`src/rtl/traffic_pkg.sv`:
```
// Shared encodings for the signal conflict monitor: light codes, phase states,
// fault bit positions and the first_fault codes.
package traffic_pkg;

  typedef enum logic [1:0] {
    LIGHT_RED     = 2'b00,
    LIGHT_GREEN   = 2'b01,
    LIGHT_YELLOW  = 2'b10,
    LIGHT_INVALID = 2'b11
  } light_t;

  typedef enum logic [1:0] {
    PH_UNKNOWN = 2'd0,
    PH_RED     = 2'd1,
    PH_GREEN   = 2'd2,
    PH_YELLOW  = 2'd3
  } phase_t;

  localparam int NUM_FAULTS      = 5;
  localparam int FB_CONFLICT     = 0;
  localparam int FB_ORDER        = 1;
  localparam int FB_SHORT_YELLOW = 2;
  localparam int FB_LONG_GREEN   = 3;
  localparam int FB_INVALID      = 4;

  localparam logic [2:0] FF_NONE         = 3'd0;
  localparam logic [2:0] FF_CONFLICT     = 3'd1;
  localparam logic [2:0] FF_ORDER        = 3'd2;
  localparam logic [2:0] FF_SHORT_YELLOW = 3'd3;
  localparam logic [2:0] FF_LONG_GREEN   = 3'd4;
  localparam logic [2:0] FF_INVALID      = 3'd5;

  // Lowest set fault bit wins when several faults land in the same cycle.
  function automatic logic [2:0] first_fault_code(input logic [NUM_FAULTS-1:0] f);
    if (f[FB_CONFLICT])          first_fault_code = FF_CONFLICT;
    else if (f[FB_ORDER])        first_fault_code = FF_ORDER;
    else if (f[FB_SHORT_YELLOW]) first_fault_code = FF_SHORT_YELLOW;
    else if (f[FB_LONG_GREEN])   first_fault_code = FF_LONG_GREEN;
    else if (f[FB_INVALID])      first_fault_code = FF_INVALID;
    else                         first_fault_code = FF_NONE;
  endfunction

endpackage

```
`src/rtl/light_phase_tracker.sv`:
```
// Per-direction phase FSM and dwell counter; flags order, yellow-dwell,
// green-dwell and invalid-code faults on the registered light code.
//
// state      | meaning
// PH_UNKNOWN | no valid code seen since reset; next valid code is adopted unchecked
// PH_RED     | direction showing red
// PH_GREEN   | direction showing green
// PH_YELLOW  | direction showing yellow
module light_phase_tracker
  import traffic_pkg::*;
#(
  parameter int MIN_YELLOW = 3,
  parameter int MAX_GREEN  = 10,
  parameter int CNT_W      = 8
) (
  input  logic                  clk,
  input  logic                  reset,
  input  logic [1:0]            i_code,
  output logic [NUM_FAULTS-1:0] o_flags
);

  phase_t             r_state;
  phase_t             w_state_nxt;
  phase_t             w_code_phase;
  logic               w_valid;
  logic [CNT_W-1:0]   r_dwell;
  logic [CNT_W-1:0]   w_dwell_nxt;

  always_ff @(posedge clk) begin
    if (reset) begin
      r_state <= PH_UNKNOWN;
      r_dwell <= '0;
    end else begin
      r_state <= w_state_nxt;
      r_dwell <= w_dwell_nxt;
    end
  end

  always_comb begin
    w_state_nxt  = r_state;
    w_dwell_nxt  = r_dwell;
    o_flags      = '0;
    w_code_phase = PH_UNKNOWN;
    w_valid      = 1'b1;
    case (i_code)
      LIGHT_RED:    w_code_phase = PH_RED;
      LIGHT_GREEN:  w_code_phase = PH_GREEN;
      LIGHT_YELLOW: w_code_phase = PH_YELLOW;
      default:      w_valid      = 1'b0;
    endcase

    // An invalid code freezes both the phase and its dwell count.
    if (!w_valid) begin
      o_flags[FB_INVALID] = 1'b1;
    end else if (w_code_phase != r_state) begin
      w_state_nxt = w_code_phase;
      w_dwell_nxt = CNT_W'(1);
      if (r_state != PH_UNKNOWN) begin
        if (!((r_state == PH_RED    && w_code_phase == PH_GREEN)  ||
              (r_state == PH_GREEN  && w_code_phase == PH_YELLOW) ||
              (r_state == PH_YELLOW && w_code_phase == PH_RED)))
          o_flags[FB_ORDER] = 1'b1;
        if (r_state == PH_YELLOW && w_code_phase == PH_RED &&
            r_dwell < CNT_W'(MIN_YELLOW))
          o_flags[FB_SHORT_YELLOW] = 1'b1;
      end
    end else begin
      if (r_dwell != {CNT_W{1'b1}})
        w_dwell_nxt = r_dwell + 1'b1;
      // Fires only on the hold that takes dwell from MAX_GREEN to MAX_GREEN+1.
      if (r_state == PH_GREEN && r_dwell == CNT_W'(MAX_GREEN))
        o_flags[FB_LONG_GREEN] = 1'b1;
    end
  end

endmodule

```
`src/rtl/signal_conflict_monitor.sv`:
```
// Registers the NS/EW light codes, tracks each direction and latches sticky faults.
// Optional flashing-red override request is built when FAULT_FLASH_EN is defined.
module signal_conflict_monitor
  import traffic_pkg::*;
#(
  parameter int MIN_YELLOW   = 3,
  parameter int MAX_GREEN    = 10,
  parameter int CNT_W        = 8,
  parameter int FLASH_PERIOD = 4
) (
  input  logic                  clk,
  input  logic                  reset,
  input  logic                  clear,
  input  logic [1:0]            NS,
  input  logic [1:0]            EW,
  output logic [NUM_FAULTS-1:0] fault_vec,
  output logic                  fault_any,
  output logic [2:0]            first_fault,
  output logic                  fault_dir,
  output logic                  flash_red
);

  logic [1:0]            r_ns;
  logic [1:0]            r_ew;
  logic [NUM_FAULTS-1:0] w_ns_flags;
  logic [NUM_FAULTS-1:0] w_ew_flags;
  logic [NUM_FAULTS-1:0] w_det;
  logic                  w_dir;
  logic [NUM_FAULTS-1:0] r_fault_vec;
  logic [NUM_FAULTS-1:0] w_fault_nxt;
  logic [2:0]            r_first;
  logic [2:0]            w_first_nxt;
  logic                  r_dir;
  logic                  w_dir_nxt;

  always_ff @(posedge clk) begin
    if (reset) begin
      r_ns <= LIGHT_RED;
      r_ew <= LIGHT_RED;
    end else begin
      r_ns <= NS;
      r_ew <= EW;
    end
  end

  light_phase_tracker #(
    .MIN_YELLOW (MIN_YELLOW),
    .MAX_GREEN  (MAX_GREEN),
    .CNT_W      (CNT_W)
  ) u_ns_tracker (
    .clk     (clk),
    .reset   (reset),
    .i_code  (r_ns),
    .o_flags (w_ns_flags)
  );

  light_phase_tracker #(
    .MIN_YELLOW (MIN_YELLOW),
    .MAX_GREEN  (MAX_GREEN),
    .CNT_W      (CNT_W)
  ) u_ew_tracker (
    .clk     (clk),
    .reset   (reset),
    .i_code  (r_ew),
    .o_flags (w_ew_flags)
  );

  // Conflict is the only fault not tied to a direction; it reports as NS.
  always_comb begin
    w_det              = w_ns_flags | w_ew_flags;
    w_det[FB_CONFLICT] = (r_ns != LIGHT_RED) && (r_ew != LIGHT_RED);
    w_dir              = 1'b0;
    for (int i = NUM_FAULTS - 1; i >= 0; i--) begin
      if (w_det[i])
        w_dir = w_ew_flags[i] & ~w_ns_flags[i];
    end
  end

  // A fault seen in the clear cycle survives the clear.
  always_comb begin
    w_fault_nxt = clear ? w_det : (r_fault_vec | w_det);
    w_first_nxt = clear ? FF_NONE : r_first;
    w_dir_nxt   = clear ? 1'b0 : r_dir;
    if (w_first_nxt == FF_NONE && (|w_det)) begin
      w_first_nxt = first_fault_code(w_det);
      w_dir_nxt   = w_dir;
    end
  end

  always_ff @(posedge clk) begin
    if (reset) begin
      r_fault_vec <= '0;
      r_first     <= FF_NONE;
      r_dir       <= 1'b0;
    end else begin
      r_fault_vec <= w_fault_nxt;
      r_first     <= w_first_nxt;
      r_dir       <= w_dir_nxt;
    end
  end

  assign fault_vec   = r_fault_vec;
  assign fault_any   = |r_fault_vec;
  assign first_fault = r_first;
  assign fault_dir   = r_dir;

`ifdef FAULT_FLASH_EN
  localparam int FLASH_CNT_W = $clog2(FLASH_PERIOD + 1);

  logic [FLASH_CNT_W-1:0] r_flash_cnt;
  logic                   r_flash;

  // Down-counter reloads each half-period; flash starts high as fault_any rises.
  always_ff @(posedge clk) begin
    if (reset || !(|w_fault_nxt)) begin
      r_flash     <= 1'b0;
      r_flash_cnt <= '0;
    end else if (!fault_any) begin
      r_flash     <= 1'b1;
      r_flash_cnt <= FLASH_CNT_W'(FLASH_PERIOD - 1);
    end else if (r_flash_cnt == '0) begin
      r_flash     <= ~r_flash;
      r_flash_cnt <= FLASH_CNT_W'(FLASH_PERIOD - 1);
    end else begin
      r_flash_cnt <= r_flash_cnt - 1'b1;
    end
  end

  assign flash_red = r_flash;
`else
  assign flash_red = 1'b0;
`endif

endmodule

```
`config.mk`:
```
export PLATFORM = sky130hd
export DESIGN_NAME = signal_conflict_monitor
export DESIGN_NICKNAME = d
export VERILOG_FILES = /design/src/rtl/traffic_pkg.sv /design/src/rtl/light_phase_tracker.sv /design/src/rtl/signal_conflict_monitor.sv
export SDC_FILE = /design/constraint.sdc
export NUM_CORES = 1
export LEC_CHECK = 0
export BUFFER_PORTS_ARGS = -buffer_cell sky130_fd_sc_hd__buf_2
export CAP_MARGIN = 25
export CORE_UTILIZATION = 45
export DETAILED_ROUTE_END_ITERATION = 6
export MAX_ROUTING_LAYER = met4
export SLEW_MARGIN = 20
export SYNTH_ARGS = -nofsm -noshare
export SYNTH_HDL_FRONTEND = slang
export SYNTH_HIERARCHICAL = 1
export SYNTH_SLANG_ARGS = --single-unit
export TNS_END_PERCENT = 50
```
`constraint.sdc`:
```
create_clock -name clk -period 7 [get_ports clk]
set_clock_uncertainty 0.05 [all_clocks]
set_input_delay 1.05 -clock clk [delete_from_list [all_inputs] [get_ports clk]]
set_output_delay 1.05 -clock clk [all_outputs]
set_load 0.005 [all_outputs]
```
==> impl_metrics.toml <==
[run_status]
status = "complete, no violations"

[sta]
rsz0062_at_grt = "false"
holdWs_ns = 0.421
tns_ns = 0
fmax_mhz = 332
hold_viol_final = 0
drv_slew = 0
fin_crit_ns = 3.01
tightest_slew_ns = 0.675
min_period_over_period = 0.430
finalSetupViolCount = 0
slew_headroom = 0.550

[grt]
grt_pass1_vias = 1429
grt_usage = 0.197
grt_overflow_total = 0
grt_max_degree = 38
grt_pass1_wl_mm = 6.65
antenna_found_initial = 0

[power]
power.leakage_nw = 0.856
pwr-share-seq = 0.483
intPower_mw = 0.309
power.total_mw = 0.429
power_density_nw_per_um2 = 198
clock_power_share = 0.334
power.share.switching = 0.280
switching_power_mw = 0.120
p_comb_frac = 0.183
vdd_ir_drop_max_v = 0.000116

[logic_synthesis]
async_flop_share = 0
syn_area_um2 = 1980
yosysTopAreaCell = "dfxtp_1"
synth_area_per_cell_um2 = 8.45
ys_top_cells_by_area = "dfxtp_1 (33%), ha_1 (10%), nor3_1 (4.8%)"
synth_edf_count = 0
ys_types = 45
synth-seq-cells = 33
ys_warn_count = 6
synth_top_area_frac = 0.334
netlist_instances = 234
yosysSeqAreaShare = 0.334
synth_ff_type = "dfxtp_1"
synth_fp_nets = 257

[clocking]
cts_root_buf = "clkbuf_8"
cts.clk_slew.worst_paths_ns = 0.07
cts_resized = 0
clk-insertion-delay-late_ns = 0.28
cts_setup_buffers = 0
hold_buffers = 0
htreeDepth = 2
cts.sinks = 33
cts_made_buffers = 5
cts_tree = "built"
max-clock-path-buffers = 2

[route]
drt_iter0_markers = 146
dr.pass1.iters = 4
vias = 1697
avgViaCountPerCell = 5.68
wire_per_inst_um = 13.3
drc_errors = 0
drt-total-wl_mm = 3.97
postRouteAntennaNets = 0

[final_layout]
antenna_cells = 0
layout_common_cells = "dfxtp_1 (33), nor2_1 (20), nor3_1 (19)"
final_common_cell = "dfxtp_1"
nets = 272
fillers = 411
final_cells = 299
drive_gt1_frac = 0.153
area_growth_pct = 9.49

[worst_setup_path]
setup.worst_path.start = "r_ew[0]$_SDFF_PP0_"
worstReg2RegStart = "r_ew[0]$_SDFF_PP0_"
endpoint = "fault_dir$_SDFFE_PP0P_"
crit_type = "flip-flop to flip-flop"
reg2reg_depth = 10
critPathRequiredTime_ns = 7.16
critPathLaunchType = "flip-flop"
r2r_slack_ns = 3.99
regToRegEndpoint = "fault_dir$_SDFFE_PP0P_"
cp_max_fo = 6
crit_path_end_kind = "flip-flop"
arrival_ns = 3.16

[placement]
dpl.cell_count = 292
hpwl_mm = 2.82
gp_congestion = 0.772
port-buffer-count = 16

[floorplan]
start_util = 0.480
fp.dieH_um = 68.3
coreArea_um2 = 4120
die_area_um2 = 4660
die_w_um = 68.3
core.rowCount = 23
pin_count = 18

[worst_hold_path]
hold_class = "flip-flop to flip-flop"

[run]
drv_cap = 0
cell usage after synthesis (all sizes together), types with 3 or more instances:
| master | n |
|---|---|
| buf | 3 |
| o21ai | 9 |
| a221oi | 3 |
| a31oi | 4 |
| xnor2 | 4 |
| a21oi | 12 |
| nor3 | 21 |
| dfxtp | 33 |
| nor2 | 20 |
| nand4 | 4 |
| conb | 3 |
| nand2 | 12 |
| clkbuf | 5 |
| nor2b | 10 |
| inv | 16 |
| or4 | 8 |
| mux2i | 3 |
| a2111oi | 6 |
| ha | 16 |
| nand3 | 11 |
stage by stage:
step | setup slack, ns | cell area [um^2] | utilization
6_report | 3.99 | 2160 | 0.526
5_1_grt | 3.74 | 2160 | 0.526
4_1_cts | 3.98 | 2160 | 0.526
3_5_place_dp | 4.02 | 2080 | 0.505
3_3_place_gp | 4.08 | 2080 | 0.505
2_1_floorplan | 4.41 | 1980 | -
power by group through the flow:
| stage | registers, mW | logic (mW) | clock network [mW] |
|---|---|---|---|
| after CTS | 0.207 | 0.0784 | 0.149 |
| after detailed placement | 0.212 | 0.0779 | 0 |
| final | 0.207 | 0.0783 | 0.143 |
| after global routing | 0.209 | 0.0903 | 0.155 |
| after floorplan | 0.210 | 0.0589 | 0 |
| after global placement | 0.211 | 0.0778 | 0 |
sequential cells by signal (all words and copies together), names as in the netlist:
| name | cells |
|---|---|
| fault_vec | 5 |
| fault_dir | 1 |
| r_ew | 2 |
| u_ns_tracker/r_state | 2 |
| first_fault | 3 |
| u_ns_tracker/r_dwell | 8 |
| r_ns | 2 |
| u_ew_tracker/r_state | 2 |
| u_ew_tracker/r_dwell | 8 |
how the worst min path moves through the flow:
| stage | start | end | slack [ns] | cells past startpoint |
|---|---|---|---|---|
| after floorplan | fault_dir$_SDFFE_PP0P_ | fault_dir$_SDFFE_PP0P_ | 0.41 | 2 |
| after global placement | fault_vec[4]$_SDFF_PP0_ | fault_vec[4]$_SDFF_PP0_ | 0.42 | 2 |
| after detailed placement | fault_dir$_SDFFE_PP0P_ | fault_dir$_SDFFE_PP0P_ | 0.42 | 2 |
| after CTS | fault_dir$_SDFFE_PP0P_ | fault_dir$_SDFFE_PP0P_ | 0.42 | 2 |
| after global routing | fault_dir$_SDFFE_PP0P_ | fault_dir$_SDFFE_PP0P_ | 0.46 | 2 |
| final | fault_dir$_SDFFE_PP0P_ | fault_dir$_SDFFE_PP0P_ | 0.42 | 2 |
cell type report:
class | instances | area [um^2] | share of cell area
Sequential cell | 33 | 661 | 0.305
Clock buffer | 7 | 86.3 | 0.0399
Inverter | 16 | 60.1 | 0.0277
Tap cell | 50 | 62.6 | 0.0289
Multi-Input combinational cell | 177 | 1210 | 0.561
Timing Repair Buffer | 16 | 80.1 | 0.0370
metal layers:
layer / vias to the layer above / wire length, um / GRT usage
met3: 4 / 149 / 0.0450
met5: - / 0 / -
li1: 886 / - / -
met1: 773 / 2070 / 0.271
met2: 34 / 1700 / 0.283
met4: 0 / 40 / 0.0599
worst max-delay path, stage by stage, from the launching register on:
cell,delay [ns]
dfxtp_1,0.45
inv_1,0.12
ha_1,0.23
o21bai_1,0.25
xnor2_1,0.26
a21oi_1,0.28
and3_1,0.26
or4_4,0.56
o32ai_2,0.25
nand3_1,0.10
a21oi_1,0.12
cells by family after synthesis:
group / share of synthesized area
simple gates: 0.289
buf+inv: 0.0513
fa+ha+maj: 0.101
xor+xnor: 0.0177
flops: 0.334
other cells: 0.00570
mux: 0.0152
compound gates: 0.185
No activity file was read; power rests on OpenSTA's default activity.
